### src/rtl/needs_bcd_decoder.sv
// needs_bcd_decoder: snapshots the screen code and the packed need levels,
// converts each 7-bit level (clamped to 100) to 3-digit BCD with a serial
// double-dabble, and presents the decoded frame with a valid/ready handshake.
// A new frame is produced only when the inputs differ from the last snapshot,
// or once after reset.
module needs_bcd_decoder (
  input  logic        clk,
  input  logic        btn_reset,
  input  logic [3:0]  screen_param,
  input  logic [32:0] needs_values,
  input  logic        frame_ready,
  output logic        frame_valid,
  output logic [3:0]  screen_id,
  output logic        disease_flag,
  output logic [3:0]  sel_out,
  output logic [11:0] life_bcd,
  output logic [11:0] food_bcd,
  output logic [11:0] fun_bcd,
  output logic [11:0] rest_bcd,
  output logic [3:0]  clamp_mask,
  output logic        screen_err,
  output logic        busy
);

  typedef enum logic [1:0] {
    IDLE    = 2'd0,
    CONVERT = 2'd1,
    PRESENT = 2'd2
  } state_t;

  // Levels above 100 saturate to 100 before conversion.
  function automatic logic [6:0] clamp100(input logic [6:0] v);
    return (v > 7'd100) ? 7'd100 : v;
  endfunction

  // Double-dabble correction: add 3 to every BCD digit that is 5 or more.
  function automatic logic [11:0] dabble_adj(input logic [11:0] b);
    logic [11:0] r;
    for (int i = 0; i < 3; i++) begin
      r[i*4 +: 4] = (b[i*4 +: 4] >= 4'd5) ? b[i*4 +: 4] + 4'd3 : b[i*4 +: 4];
    end
    return r;
  endfunction

  state_t      state_q, state_d;
  logic [36:0] snap_q, snap_d;
  logic        force_q, force_d;
  logic [2:0]  bit_q, bit_d;
  logic [1:0]  fld_q, fld_d;
  logic [6:0]  bin_q, bin_d;
  logic [11:0] bcd_q, bcd_d;
  logic [11:0] res_life_q, res_life_d;
  logic [11:0] res_food_q, res_food_d;
  logic [11:0] res_fun_q, res_fun_d;

  logic [3:0]  screen_id_q, screen_id_d;
  logic        disease_q, disease_d;
  logic [3:0]  sel_q, sel_d;
  logic [11:0] life_bcd_q, life_bcd_d;
  logic [11:0] food_bcd_q, food_bcd_d;
  logic [11:0] fun_bcd_q, fun_bcd_d;
  logic [11:0] rest_bcd_q, rest_bcd_d;
  logic [3:0]  clamp_q, clamp_d;
  logic        screen_err_q, screen_err_d;

  // Snapshot field views.
  logic [3:0] snap_screen;
  logic       snap_disease;
  logic [6:0] snap_life, snap_food, snap_fun, snap_rest;
  logic [3:0] snap_sel;

  assign snap_screen  = snap_q[36:33];
  assign snap_disease = snap_q[32];
  assign snap_life    = snap_q[31:25];
  assign snap_food    = snap_q[24:18];
  assign snap_fun     = snap_q[17:11];
  assign snap_rest    = snap_q[10:4];
  assign snap_sel     = snap_q[3:0];

  logic [6:0]  field_raw;
  logic [6:0]  src;
  logic [11:0] adj;
  logic [11:0] shifted;

  // Next-state, conversion step and frame-load logic.
  always_comb begin
    state_d      = state_q;
    snap_d       = snap_q;
    force_d      = force_q;
    bit_d        = bit_q;
    fld_d        = fld_q;
    bin_d        = bin_q;
    bcd_d        = bcd_q;
    res_life_d   = res_life_q;
    res_food_d   = res_food_q;
    res_fun_d    = res_fun_q;
    screen_id_d  = screen_id_q;
    disease_d    = disease_q;
    sel_d        = sel_q;
    life_bcd_d   = life_bcd_q;
    food_bcd_d   = food_bcd_q;
    fun_bcd_d    = fun_bcd_q;
    rest_bcd_d   = rest_bcd_q;
    clamp_d      = clamp_q;
    screen_err_d = screen_err_q;

    case (fld_q)
      2'd0:    field_raw = snap_life;
      2'd1:    field_raw = snap_food;
      2'd2:    field_raw = snap_fun;
      default: field_raw = snap_rest;
    endcase
    // The first step of each field loads the clamped level and starts from zero BCD.
    src     = (bit_q == 3'd0) ? clamp100(field_raw) : bin_q;
    adj     = (bit_q == 3'd0) ? 12'h000 : dabble_adj(bcd_q);
    shifted = {adj[10:0], src[6]};

    case (state_q)
      IDLE: begin
        if (force_q || ({screen_param, needs_values} != snap_q)) begin
          snap_d  = {screen_param, needs_values};
          force_d = 1'b0;
          bit_d   = 3'd0;
          fld_d   = 2'd0;
          state_d = CONVERT;
        end
      end
      CONVERT: begin
        bin_d = {src[5:0], 1'b0};
        bcd_d = shifted;
        if (bit_q == 3'd6) begin
          bit_d = 3'd0;
          fld_d = fld_q + 2'd1;
          case (fld_q)
            2'd0: res_life_d = shifted;
            2'd1: res_food_d = shifted;
            2'd2: res_fun_d  = shifted;
            default: begin
              // Last shift of the last field: publish the whole frame at once.
              life_bcd_d   = res_life_q;
              food_bcd_d   = res_food_q;
              fun_bcd_d    = res_fun_q;
              rest_bcd_d   = shifted;
              clamp_d      = {snap_life > 7'd100, snap_food > 7'd100,
                              snap_fun > 7'd100, snap_rest > 7'd100};
              screen_err_d = (snap_screen > 4'd6);
              screen_id_d  = (snap_screen > 4'd6) ? 4'd1 : snap_screen;
              sel_d        = (snap_sel > 4'd3) ? 4'd3 : snap_sel;
              disease_d    = snap_disease;
              state_d      = PRESENT;
            end
          endcase
        end else begin
          bit_d = bit_q + 3'd1;
        end
      end
      PRESENT: begin
        if (frame_ready) state_d = IDLE;
      end
      default: state_d = IDLE;
    endcase
  end

  // State, snapshot, working registers and output registers.
  always_ff @(posedge clk) begin
    if (!btn_reset) begin
      state_q      <= IDLE;
      snap_q       <= '0;
      force_q      <= 1'b1;
      bit_q        <= '0;
      fld_q        <= '0;
      bin_q        <= '0;
      bcd_q        <= '0;
      res_life_q   <= '0;
      res_food_q   <= '0;
      res_fun_q    <= '0;
      screen_id_q  <= '0;
      disease_q    <= 1'b0;
      sel_q        <= '0;
      life_bcd_q   <= '0;
      food_bcd_q   <= '0;
      fun_bcd_q    <= '0;
      rest_bcd_q   <= '0;
      clamp_q      <= '0;
      screen_err_q <= 1'b0;
    end else begin
      state_q      <= state_d;
      snap_q       <= snap_d;
      force_q      <= force_d;
      bit_q        <= bit_d;
      fld_q        <= fld_d;
      bin_q        <= bin_d;
      bcd_q        <= bcd_d;
      res_life_q   <= res_life_d;
      res_food_q   <= res_food_d;
      res_fun_q    <= res_fun_d;
      screen_id_q  <= screen_id_d;
      disease_q    <= disease_d;
      sel_q        <= sel_d;
      life_bcd_q   <= life_bcd_d;
      food_bcd_q   <= food_bcd_d;
      fun_bcd_q    <= fun_bcd_d;
      rest_bcd_q   <= rest_bcd_d;
      clamp_q      <= clamp_d;
      screen_err_q <= screen_err_d;
    end
  end

  assign frame_valid  = (state_q == PRESENT);
  assign busy         = (state_q != IDLE);
  assign screen_id    = screen_id_q;
  assign disease_flag = disease_q;
  assign sel_out      = sel_q;
  assign life_bcd     = life_bcd_q;
  assign food_bcd     = food_bcd_q;
  assign fun_bcd      = fun_bcd_q;
  assign rest_bcd     = rest_bcd_q;
  assign clamp_mask   = clamp_q;
  assign screen_err   = screen_err_q;

endmodule

### config.mk
export PLATFORM = sky130hd
export DESIGN_NAME = needs_bcd_decoder
export DESIGN_NICKNAME = d
export VERILOG_FILES = /design/src/rtl/needs_bcd_decoder.sv
export SDC_FILE = /design/constraint.sdc
export NUM_CORES = 1
export LEC_CHECK = 0
export CORE_ASPECT_RATIO = 1.2
export CORE_UTILIZATION = 30
export CTS_BUF_LIST = sky130_fd_sc_hd__clkbuf_16
export CTS_CLUSTER_DIAMETER = 30
export DETAILED_ROUTE_END_ITERATION = 6
export GPL_ROUTABILITY_DRIVEN = 0
export PLACE_DENSITY = 0.55
export SYNTH_ARGS = -nofsm -noshare
export SYNTH_HDL_FRONTEND = slang
export SYNTH_SLANG_ARGS = --single-unit
### constraint.sdc
create_clock -name clk -period 2.07 [get_ports clk]
set_input_delay 0.621 -clock clk [delete_from_list [all_inputs] [get_ports clk]]
set_output_delay 0.621 -clock clk [all_outputs]
set_load 0.005 [all_outputs]
Yosys cells after proc, flatten, opt, wreduce, memory -nomap -nowiden
Cells that the tools add are included.
{"block": "totals", "mem_count": 0, "ramBits": 0, "output_inout_bits": 64, "elab_cells": 80, "reg_bits": 161, "input_bits": 40, "latch_bits": 0, "mem_bits_ro": 0}
{"block": "classes", "n_mux": 20, "addsub": 5, "eq_ne": 10, "n_bitwise": 1, "n_lt_le_gt_ge": 10, "shift": 0, "n_div": 0, "mul": 0, "n_reduce_logical": 15}
{"operator": "$ne 37x37->1", "n": 1}
{"operator": "$gt 7x7->1 const B", "n": 5}
{"operator": "$pmux 7 s3", "n": 1}
{"operator": "$mux 4", "n": 4}
{"operator": "$reduce_and 3->1", "n": 5}
{"operator": "$mux 7", "n": 2}
{"operator": "$ge 4x3->1 const B", "n": 3}
{"operator": "$mux 2", "n": 6}
{"operator": "$mux 11", "n": 1}
{"operator": "$mux 3", "n": 3}
{"operator": "$add 4x2->4 const B", "n": 2}
{"operator": "$ne 2x2->1 const B", "n": 4}
{"operator": "$pmux 2 s3", "n": 1}
{"operator": "$pmux 3 s2", "n": 1}
{"operator": "$eq 2x1->1 const B", "n": 2}
{"operator": "$eq 2x2->1 const B", "n": 2}
{"operator": "$gt 4x2->1 const B", "n": 1}
{"operator": "$gt 4x3->1 const B", "n": 1}
{"operator": "$logic_not 2->1", "n": 2}
{"operator": "$pmux 2 s2", "n": 1}
{"operator": "$reduce_and 2->1", "n": 2}
{"operator": "$reduce_and 4->1", "n": 1}
{"operator": "$reduce_bool 2->1", "n": 2}
{"operator": "$add 3x1->3 const B", "n": 1}
{"operator": "other kinds (7)", "n": 7}

Logic depth before layout (Yosys ltp)
Gate-level depths: netlist of the first run.
{"block": "depth", "depth_word": 5, "depth_mapped": 8, "ltp_nobuf": 7}

Least setup slack after synthesis of the first run
No wires, ideal clock.
{"block": "synth_path", "kind": "input port to flip-flop", "startpoint": "input needs_values[0]", "endpoint": "register snap_q[17]", "setup_ns": 0.082, "t_arrival_ns": 2.075, "required_ns": 1.988, "path_buffers": 2, "path_stages": 7, "slack_ns": -0.087, "cell_sequence": "xor2_1 > nor4_2 > nand4_1 > buf_6 > clkbuf_2 > or4_1 > o2111ai_1"}
{"block": "synth_between", "elab_chain_len": 3}
{"item": "start: declaration", "line_no": "10", "rtl": "input logic [32:0] needs_values,"}
{"item": "$ne 37x37->1", "line_no": "120", "rtl": "if (force_q || ({screen_param, needs_values} != snap_q)) begin"}
{"item": "$logic_or 1x1->1", "line_no": "120"}
{"item": "$reduce_and 2->1 (no line)"}
{"item": "end signal: assignment", "line_no": "188", "rtl": "snap_q <= snap_d;"}
{"item": "end: declaration", "line_no": "46", "rtl": "logic [36:0] snap_q, snap_d;"}
No other way between the ends.
A chain may end at the register's enable or synchronous reset.

Final worst setup path of the first run
{"block": "layout_path", "startpoint": "input needs_values[32]", "endpoint": "register snap_q[32]"}
{"block": "layout_between", "elab_chain_len": 3}
{"item": "$ne 37x37->1", "line_no": "120"}
{"item": "$logic_or 1x1->1", "line_no": "120"}
{"item": "$reduce_and 2->1 (no line)"}
Several ways; a longest one is shown, not always the timed one.

==> results.cfg, run 1 <==
[cts]
clkLatencyLatePin_ps = 430
clock-sinks = 161
htree_levels = 4
clk_path_buf_depth = 2
cts_buffers = 17
clk_pin_slew_ps = 70
clockRootBuffer = clkbuf_16
cts_tree = yes
cts_hold_buf = 0

[floorplan]
die_w_um = 149.2
die_height_um = 178.6
pin_count = 104
row_count = 64
dieArea_mm2 = 0.02665
fp.coreArea_mm2 = 0.02554
initial_utilization_pct = 30.53

[critical_path]
path_max_fanout = 8
start_kind = input pin
worstPathArrival_ps = 2520
endpoint_kind = flop
crit_required_ps = 2410
critPathKind = in2reg

[timing]
fmax_mhz = 459.5
worstMarginPinSlew_ps = 815.9
setup_ws_ps = -106.5
drv_slew = 0
fin_crit_sh_pct = 105.1
hold_viol = 0
setup_viol_count_final = 33
slew_headroom_pct = 45.61
rsz0062_at_grt = yes
fin_crit_ps = 2176
fin_skew_ps = 15.82
hold_slack_ps = 451.7

[drt]
ant_nets = 0
drt_iter0_drc = 658
vias = 7772
drt_wl_total_um = 25740
drt_first_pass_iters = 6
drc_errors = 0
via_per_inst = 5.213
wl_per_cell_um = 17.26

[yosys]
yosysUniqueCellTypes = 43
ys_ff_latch = 161
ys.flop_type = dfxtp_1
syn_area_mm2 = 0.007800
synth.area.top_cells = dfxtp_1, nand2_1, a21oi_1
async_flop_share_pct = 0
synth.largest_area_cell = dfxtp_1
yosysSeqAreaShare_pct = 41.32
synth_nets = 1055
netlist.area_leader.share_pct = 41.32
synth_enable_flop_cells = 0
syn_inst = 1005
syn_avg_cell_area_um2 = 7.761
ys_warn_count = 0

[layout]
multiInputGateArea_mm2 = 0.004663
final_cell_mix = nand2_1, dfxtp_1, a21oi_1
antenna_cells = 0
final_layout_size_suffix_gt1_share_pct = 23.08
nFillCells = 2518
syn_to_final_growth_pct = 42.91
layout_commonest_cell = nand2_1
area.sequential_mm2 = 0.003242
finalNetCount = 1199

[grt]
grt_pass1_vias = 7233
grt_max_degree = 90
grt_first_pass_wirelength_um = 39420
grtUsageTotal_pct = 18.92
grt_overflow = 0
grt_antenna_before_repair = 0

[power]
p_leak_nw = 4.205
total_power_w = 0.007636
peakVddDrop_mv = 0.5050
p_per_area_mw_per_mm2 = 685.0

[run_status]
status = finished with violations
violations = negative setup slack

[min_path]
hold_path_class = reg2reg

[placement]
dp_hpwl_um = 16050
io_buffers = 103

[job]
maxCapViolations = 0
==> cell families after synthesis <==
| group | after synthesis | synth area share, % |
|---|---|---|
| xor+xnor | 43 | 4.828 |
| simple gates | 446 | 27.64 |
| compound gates | 242 | 18.67 |
| buf+inv | 101 | 5.679 |
| flops | 161 | 41.32 |
| fa+ha+maj | 10 | 1.604 |
| mux | 2 | 0.2567 |
==> per-layer routing <==
metal  vias to the layer above  part of all wire, %  routed length, µm  track usage, %
met5                         -                    0                  0               0
met4                         0                  2.5                646           5.442
met3                        49                  4.5               1165           2.737
met2                       247                   50              12830           32.89
met1                      3653                   43              11100           24.08
li1                       3823                    -                  -               -
==> state kept, by name (all words and copies together) (netlist names), 6 cells and up <==
register    flops
food_bcd       12
bcd_q          12
res_food_q     12
life_bcd       12
res_fun_q      12
res_life_q     12
rest_bcd       12
fun_bcd        12
snap_q         37
bin_q           6
==> cells in the mapped netlist (13+ instances only) <==
cell type,n
nand2_1,230
dfxtp_1,161
a21oi_1,111
clkbuf_1,66
nor2_1,51
o21ai_0,46
and3_1,45
o2111ai_1,37
or4_1,37
xor2_1,37
nand3_1,22
a211oi_1,13
==> final timing paths <==
path | start | to | slack, ps | cells past startpoint
setup reg to reg | snap_q[32]$_SDFFE_PN0P_ | snap_q[32]$_SDFFE_PN0P_ | -90 | 7
hold / removal | clamp_mask[1]$_SDFFE_PN0P_ | clamp_mask[1]$_SDFFE_PN0P_ | 450 | 2
setup / recovery | needs_values[32] | snap_q[32]$_SDFFE_PN0P_ | -110 | 8
hold reg to reg | clamp_mask[1]$_SDFFE_PN0P_ | clamp_mask[1]$_SDFFE_PN0P_ | 450 | 2
==> where the power goes <==
part / switching (W) / internal [W]
combinational: 0.000550 / 0.000428
clock: 0.00133 / 0.00202
sequential: 0.000106 / 0.00320
==> stage by stage <==
step	cells	util (%)	setup WS [ps]	instance area (µm²)	TNS, ps
after global placement	1427	37.27	-726.9	9520	-28050
after detailed placement	1427	37.27	-789.5	9520	-30640
final	1491	43.64	-106.5	11150	-1624
after CTS	1484	41.94	-37.79	10710	-506.2
after global routing	1491	43.64	-93.00	11150	-2160
after floorplan	1005	-	-64.54	7814	-1509
==> worst max-delay path, stage by stage <==
cell and delay [ps]:
buf_4 130, xor2_2 180, nor4_2 380, nand4_1 200, buf_6 210, clkbuf_16 160, or4_1 520, o2111ai_1 100
==> repair_timing <==
action / 4_1_cts / 5_1_grt
setup buffers: 19 / 1
setup endpoints to repair: 42 / 48
gates cloned: 7 / 7
resized for setup: 135 / 114
pin swaps: 38 / 31
==> area by class of cell <==
| cell class | count | area share (%) |
|---|---|---|
| inverter | 11 | 0.3816 |
| clock buffer | 17 | 3.816 |
| tap | 330 | 3.704 |
| clock inverter | 14 | 1.706 |
| sequential | 161 | 29.08 |
| timing repair buffer | 215 | 19.47 |
| multi-input combinational | 743 | 41.83 |
Power figures use the tool's default switching activity.
==> run 2, diff against run 1 <==
Settings changed: MAX_ROUTING_LAYER set to met4.
==> run 2 against run 1 <==
Against the previous run:
- core utilization shrank 0.37 points
- the flow still finishes with violations (negative setup slack)
- final area shrank 0.84%
- wire length shrank 1.7%
- largest cell class unchanged
==> results.cfg, run 2 (same netlist as run 1, synthesis figures left out) <==
[floorplan]
die_w_um = 149.2
pin_count = 104
dieArea_mm2 = 0.02665
fp.coreArea_mm2 = 0.02554
die_height_um = 178.6
row_count = 64
initial_utilization_pct = 30.53

[cts]
clk_path_buf_depth = 2
clockRootBuffer = clkbuf_16
htree_levels = 4
cts_hold_buf = 0
cts_tree = yes
clk_pin_slew_ps = 70
clock-sinks = 161
clkLatencyLatePin_ps = 430
cts_buffers = 17

[critical_path]
reg2reg_depth = 7
path_max_fanout = 8
slowest_stage = or4_1
cp_top_family = simple AND/OR/NAND/NOR gates
path_cells = clkbuf_2 > xor2_2 > nor4_2 > nand4_1 > buf_6 > clkbuf_16 > or4_1 > o2111ai_1
start_kind = input pin
critPathKind = in2reg
cp.depth = 8
crit_required_ps = 2410
worstPathArrival_ps = 2510
slowest_delay_ps = 520
crit_buf_inv = 3
endpoint_kind = flop

[power]
total_power_w = 0.007622
p_per_area_mw_per_mm2 = 689.6
peakVddDrop_mv = 0.5114
p_leak_nw = 4.160

[timing]
fmax_mhz = 461.4
tns_ps = -1429
worstMarginPinSlew_ps = 798.0
hold_viol = 0
slew_headroom_pct = 46.80
fin_crit_ps = 2168
drv_slew = 0
setup_ws_ps = -97.51
rsz0062_at_grt = yes
fin_skew_ps = 13.32
setup_viol_count_final = 28
fin_crit_sh_pct = 104.7

[layout]
largest-register = snap_q
final_layout_size_suffix_gt1_share_pct = 22.43
layout_commonest_cell = nand2_1
final_cell_mix = nand2_1, dfxtp_1, a21oi_1
finalNetCount = 1197
fin_util_pct = 43.27
antenna_cells = 0
syn_to_final_growth_pct = 41.71
fin_cells = 1489
largest_register_ff_count = 37

[job]
maxCapViolations = 0

[drt]
vias = 7798
ant_nets = 0
drt_wl_total_um = 25320
drt_iter0_drc = 614
drt_first_pass_iters = 5
via_per_inst = 5.237
drc_errors = 0
wl_per_cell_um = 17.00

[grt]
grtUsageTotal_pct = 19.52
grt_max_degree = 90
grt_pass1_vias = 7228
grt_first_pass_wirelength_um = 39490
grt_overflow = 0
grt_antenna_before_repair = 0

[min_path]
hold_path_class = reg2reg
hold_depth = 2

[placement]
dpl.cell_count = 1427
io_buffers = 103
dp_hpwl_um = 16050

[run_status]
violations = negative setup slack
status = finished with violations
==> run 2: changes by cell type in the layout (fill, tap and decap cells not counted), moves of 2 or more <==
cell and delta:
or4_1 +3, or4_4 -3, clkbuf_2 +2, o2111ai_1 +3, o2111ai_2 -3
==> run 2: through the flow <==
stage               instance area [µm²]  worst slack (ps)  hold WS, ps
finish                            11050            -97.51        451.7
detailed placement                 9520            -789.5        441.8
global route                      11050            -90.72        466.2
CTS                               10710            -37.79        451.2
floorplan                          7814            -64.54        422.9
global placement                   9520            -726.9        437.5
==> run 2: worst paths after layout <==
kind / start / slack, ps / to
worst max-delay path: needs_values[32] / -100 / snap_q[32]$_SDFFE_PN0P_
worst min-delay path: clamp_mask[1]$_SDFFE_PN0P_ / 450 / clamp_mask[1]$_SDFFE_PN0P_
worst max register to register: snap_q[32]$_SDFFE_PN0P_ / -80 / snap_q[32]$_SDFFE_PN0P_
worst min register to register: clamp_mask[1]$_SDFFE_PN0P_ / 450 / clamp_mask[1]$_SDFFE_PN0P_
==> run 2: repair_timing <==
item / CTS / global route
setup endpoints to repair: 42 / 47
hold endpoints to repair: 0 / 0
gates cloned: 7 / 6
setup buffers: 19 / 1
gates resized for setup: 135 / 105
pin swaps: 38 / 31
==> run 2: routing by layer <==
| layer | up-vias | global-route usage (%) | share of wire (%) |
|---|---|---|---|
| met1 | 3699 | 24.27 | 43 |
| met2 | 223 | 32.48 | 50 |
| met3 | 47 | 2.992 | 4.3 |
| li1 | 3829 | - | - |
| met4 | 0 | 5.740 | 2.5 |
| met5 | - | - | 0 |
==> run 2: area by class of cell <==
cell class | instances | area (µm²)
Inverter | 11 | 42.54
Sequential cell | 161 | 3242
Fill cell | 2529 | 14490
Timing Repair Buffer | 213 | 2111
Clock buffer | 17 | 425.4
Tap cell | 330 | 412.9
Clock inverter | 14 | 190.2
Multi-Input combinational cell | 743 | 4629
==> run 2: power by group <==
| group | internal [W] | total [W] | switching (W) |
|---|---|---|---|
| Combinational | 0.000424 | 0.000965 | 0.000541 |
| Clock | 0.00201 | 0.00335 | 0.00133 |
| Sequential | 0.00320 | 0.00331 | 0.000106 |
==> run 2: worst min-delay path: cells and delay by family, from the launching register on <==
family           cells  cell delay [ps]
AND/OR/NAND/NOR      1               50
AO/OA/AOI/OAI        1               50
flip-flops           1              310
